File: src/rtl/cache_fill_fsm.sv
// rtl/cache_fill_fsm.sv - cache miss-fill controller fetching one block as sequential word reads

module cache_fill_dffe #(
    parameter int W = 4
) (
    input  logic         clk,
    input  logic         rst,
    input  logic         en,
    input  logic [W-1:0] d,
    output logic [W-1:0] q
);

    always_ff @(posedge clk) begin
        if (rst) begin
            q <= '0;
        end else if (en) begin
            q <= d;
        end
    end

endmodule

module cache_fill_fsm #(
    parameter int ADDR_W     = 16,
    parameter int WORDS      = 8,
    parameter int WORD_BYTES = 2
) (
    input  logic              clk,
    input  logic              rst,
    input  logic              miss_detected,
    input  logic [ADDR_W-1:0] miss_address,
    input  logic              memory_data_valid,
    output logic              fsm_busy,
    output logic              mem_read_en,
    output logic [ADDR_W-1:0] memory_address,
    output logic              write_data_array,
    output logic [2:0]        fill_word_index,
    output logic [ADDR_W-1:0] fill_address,
    output logic              write_tag_array
);

    localparam int CNT_W = 4;
    localparam logic [CNT_W-1:0] WORDS_C = CNT_W'(WORDS);
    localparam logic [CNT_W-1:0] LAST_C  = CNT_W'(WORDS - 1);
    localparam logic [ADDR_W-1:0] BLOCK_MASK = ~ADDR_W'(WORDS * WORD_BYTES - 1);

    typedef enum logic {
        IDLE,
        FILL
    } state_t;

    state_t state_q, state_d;

    logic [CNT_W-1:0]  issue_cnt_q, issue_cnt_d;
    logic [CNT_W-1:0]  recv_cnt_q, recv_cnt_d;
    logic [ADDR_W-1:0] base_q, base_d;
    logic              issue_en, recv_en, base_en;
    logic [ADDR_W-1:0] issue_off, recv_off;

    cache_fill_dffe #(.W(CNT_W)) u_issue_cnt (
        .clk (clk),
        .rst (rst),
        .en  (issue_en),
        .d   (issue_cnt_d),
        .q   (issue_cnt_q)
    );

    cache_fill_dffe #(.W(CNT_W)) u_recv_cnt (
        .clk (clk),
        .rst (rst),
        .en  (recv_en),
        .d   (recv_cnt_d),
        .q   (recv_cnt_q)
    );

    cache_fill_dffe #(.W(ADDR_W)) u_base (
        .clk (clk),
        .rst (rst),
        .en  (base_en),
        .d   (base_d),
        .q   (base_q)
    );

    always_ff @(posedge clk) begin
        if (rst) begin
            state_q <= IDLE;
        end else begin
            state_q <= state_d;
        end
    end

    // Word offsets stay inside the block, so adding to the aligned base never carries out of it.
    assign issue_off = ADDR_W'(issue_cnt_q) * ADDR_W'(WORD_BYTES);
    assign recv_off  = ADDR_W'(recv_cnt_q) * ADDR_W'(WORD_BYTES);
    assign base_d    = miss_address & BLOCK_MASK;

    always_comb begin
        state_d          = state_q;
        issue_en         = 1'b0;
        issue_cnt_d      = issue_cnt_q;
        recv_en          = 1'b0;
        recv_cnt_d       = recv_cnt_q;
        base_en          = 1'b0;
        fsm_busy         = 1'b0;
        mem_read_en      = 1'b0;
        memory_address   = '0;
        write_data_array = 1'b0;
        fill_word_index  = '0;
        fill_address     = '0;
        write_tag_array  = 1'b0;

        case (state_q)
            IDLE: begin
                if (miss_detected) begin
                    state_d     = FILL;
                    issue_en    = 1'b1;
                    issue_cnt_d = '0;
                    recv_en     = 1'b1;
                    recv_cnt_d  = '0;
                    base_en     = 1'b1;
                end
            end
            FILL: begin
                fsm_busy       = 1'b1;
                mem_read_en    = (issue_cnt_q < WORDS_C);
                memory_address = base_q + issue_off;
                if (mem_read_en) begin
                    issue_en    = 1'b1;
                    issue_cnt_d = issue_cnt_q + 1'b1;
                end

                // Returns may overlap issues; the receive side is tracked independently.
                write_data_array = memory_data_valid;
                fill_word_index  = recv_cnt_q[2:0];
                fill_address     = base_q + recv_off;
                if (memory_data_valid) begin
                    recv_en    = 1'b1;
                    recv_cnt_d = recv_cnt_q + 1'b1;
                    if (recv_cnt_q == LAST_C) begin
                        write_tag_array = 1'b1;
                        state_d         = IDLE;
                    end
                end
            end
        endcase
    end

endmodule

File: config.mk
export PLATFORM = sky130hd
export DESIGN_NAME = cache_fill_fsm
export DESIGN_NICKNAME = d
export VERILOG_FILES = /design/src/rtl/cache_fill_fsm.sv
export SDC_FILE = /design/constraint.sdc
export NUM_CORES = 1
export LEC_CHECK = 0
export CAP_MARGIN = 40
export CORE_AREA = 2 2 54 69
export CTS_BUF_LIST = sky130_fd_sc_hd__clkbuf_4 sky130_fd_sc_hd__clkbuf_8 sky130_fd_sc_hd__clkbuf_16
export DETAILED_ROUTE_END_ITERATION = 10
export DIE_AREA = 0 0 56 71
export PLACE_DENSITY_LB_ADDON = 0.1
export SLEW_MARGIN = 40
export SYNTH_ARGS = -nofsm -noshare
export SYNTH_HDL_FRONTEND = slang
export SYNTH_SLANG_ARGS = --single-unit
File: constraint.sdc
create_clock -name clk -period 2.8 [get_ports clk]
set_input_delay 0.42 -clock clk [delete_from_list [all_inputs] [get_ports clk]]
set_output_delay 0.42 -clock clk [all_outputs]
set_load 0.03 [all_outputs]
==> impl_metrics.toml <==
[outcome]
status = "complete, no violations"

[clocking]
cts_sinks = 21
clockBufferDepth = 2
cts-htree-levels = 1
clock_latency_ns = 0.25
cts_tree = "done"
cts_buffers = 3
cts.clk_slew.worst_paths_ns = 0.07
post_cts_buffers = 0
cts_root_buf = "clkbuf_8"
cts_hold_buf = 0

[cells_and_area]
area_growth_pct = 35.13
layout.nets = 270
drive_above_1_share = 0.04938
utilization = 0.6053
diodes = 0

[floorplan]
initial_utilization = 0.4479
core_sq_um = 3363
die_h_um = 71
die_w_um = 56
rows = 24
io_pins = 59
die-area_sq_um = 3976

[synth]
synthTopCellsByArea = "dfxtp_1 28%, a21oi_1 9.0%, nand2_1 8.7%, buf_4 5.5%, ha_1 5.0%"
ys_seq_elements = 21
yosysWarnings = 0
synth_edf_count = 0
synth_common_cells = "35 x nand2_1, 27 x a21oi_1, 21 x dfxtp_1"
syn_inst = 204
yosys.area.top_type = "dfxtp_1"
netlist_area_sq_um = 1506
synth.most_common_cell = "nand2_1"
synth_top_area_share = 0.2791
avgSynthCellArea_sq_um = 7.385
synth-async-reset-ratio = 0
seq_area_frac_synth = 0.2791
synthDistinctLibCells = 34
synth_flop_cell = "dfxtp_1"

[sta]
tightest_slew_ns = 0.7648
fin_setup_tns_ns = 0
clock.fmax_mhz = 384.7
hold_violations = 0
rsz0062_at_grt = "false"
setup_viol = 0
period_minus_slack_ns = 2.600
whs_ns = 0.4702
clock_skew_ns = 0.0007338
slew_viol_final = 0
relSlewSlack = 0.4885
period_share = 0.9285

[routing]
wl_per_cell_um = 11.68
viasPerCell = 5.043
num_vias = 1422
dr.pass1.iters = 4
wirelength_mm = 3.294
drc = 0
drt-initial-drc-count = 25
drtAntennaViolNets = 0

[worst_setup_path]
critical_path_arrival_ns = 2.18
cp.required_ns = 2.38
r2r_cells = 4
crit_type = "flop to output pin"
cp_cell_sequence = "ha_1 -> nand3_4 -> nor3_1 -> mux2i_1 -> clkdlybuf4s50_1"
max_stage_delay_ns = 0.68
worstPathMaxFanout = 6
cp_slowest_cell = "clkdlybuf4s50_1"
ff2ff_setup_slack_ns = 1.14
cp-end-kind = "output pin"
critPathLaunchType = "flop"

[grt]
grt_pass1_vias = 1214
grt_first_pass_wirelength_mm = 5.306
grt_start_max_net_pins = 22
grt_usage = 0.1619
grt_antenna_before_repair = 0
gr-total-overflow = 0

[placed_design]
gp_routability_congestion = 0.7749
io_buffers = 52
dp_hpwl_mm = 2.473

[pwr]
p_leak_nw = 0.8784
power.density_nw_per_um2 = 335.9
ir_worst_vdd_v = 0.0002831

[worst_hold_path]
hold_class = "flop to flop"
min_path_cells = 2

[flow_run]
max-cap-violations = 0
## report_power, final
part / switching [mW] / internal, mW
sequential: 0.0221 / 0.312
combinational: 0.0843 / 0.0647
clock: 0.0898 / 0.111
total: 0.196 / 0.488
## critical path: cells and delay by family (launching register included)
family	cells	cell delay, ns
flops	1	0.42
mux	1	0.21
buf+inv	1	0.68
simple gates	2	0.35
fa+ha+maj	1	0.27
## path summary, 6_finish.rpt
kind | from | to
max reg2reg | state_q$_SDFF_PP0_ | u_recv_cnt.q[3]$_SDFFE_PP0P_
max | u_recv_cnt.q[3]$_SDFFE_PP0P_ | fill_address[13]
min | u_base.q[15]$_SDFFE_PP0P_ | u_base.q[15]$_SDFFE_PP0P_
min reg2reg | u_base.q[15]$_SDFFE_PP0P_ | u_base.q[15]$_SDFFE_PP0P_
## through the flow
step	setup WS [ns]	power [mW]	std cells	instance area, sq um
2_1_floorplan	0.6483	0.4399	205	1510
3_3_place_gp	0.1967	0.4921	278	1967
3_5_place_dp	0.1564	0.4929	278	1967
4_1_cts	0.02669	0.6925	282	2011
5_1_grt	0.001126	0.7197	282	2036
6_report	0.2003	0.6838	282	2036
## cell families after synthesis
logic type      count (synthesis)  share of synthesized area
compound gates                 37                     0.1279
xor+xnor                        8                    0.04651
fa+ha+maj                       6                    0.04983
buf+inv                        26                     0.1022
flops                          21                     0.2791
mux                             7                    0.04651
other cells                     1                   0.002489
simple gates                   98                     0.3455
## registers in the layout, indices dropped and copies added, names as in the netlist
signal / cells
state_q: 1
u_issue_cnt.q: 4
u_base.q: 12
u_recv_cnt.q: 4
## metal layers
layer,up-vias,share of wire,GRT usage
met3,2,0.034,0.01280
met1,631,0.46,0.1971
met5,-,0,0
met4,0,0.0067,0.04762
met2,26,0.50,0.3007
li1,763,-,-
## placed cells by master, fill, tap and decap left out, drive strengths merged
master	n
a21oi	27
and2	9
and3b	1
buf	3
clkbuf	4
clkdlybuf4s15	1
clkdlybuf4s50	39
conb	2
dfxtp	21
dlygate4sd2	3
dlymetal6s2s	9
ha	6
inv	5
mux2i	7
nand2	36
nand2b	6
nand3	10
nand3b	1
nand4	5
nand4b	2
nor2	9
nor2b	1
nor3	7
nor4	1
o211ai	1
o21ai	7
o31ai	2
or2	1
or3	7
or4	2
xnor2	2
xor2	6
## layout make-up
| cell class | instances | area, sq um |
|---|---|---|
| inverter | 5 | 18.77 |
| multi-input combinational | 158 | 935.9 |
| timing repair buffer | 55 | 561.8 |
| tap | 39 | 48.80 |
| clock buffer | 4 | 48.80 |
| fill | 327 | 1328 |
| sequential | 21 | 421.7 |
## what timing repair did
item / 4_1_cts / 5_1_grt
resized for setup: 4 / 11
gates cloned: 0 / 0
endpoints found under the setup margin: 4 / 10
pin swaps: 0 / 0
Power figures use the tool's default switching activity.
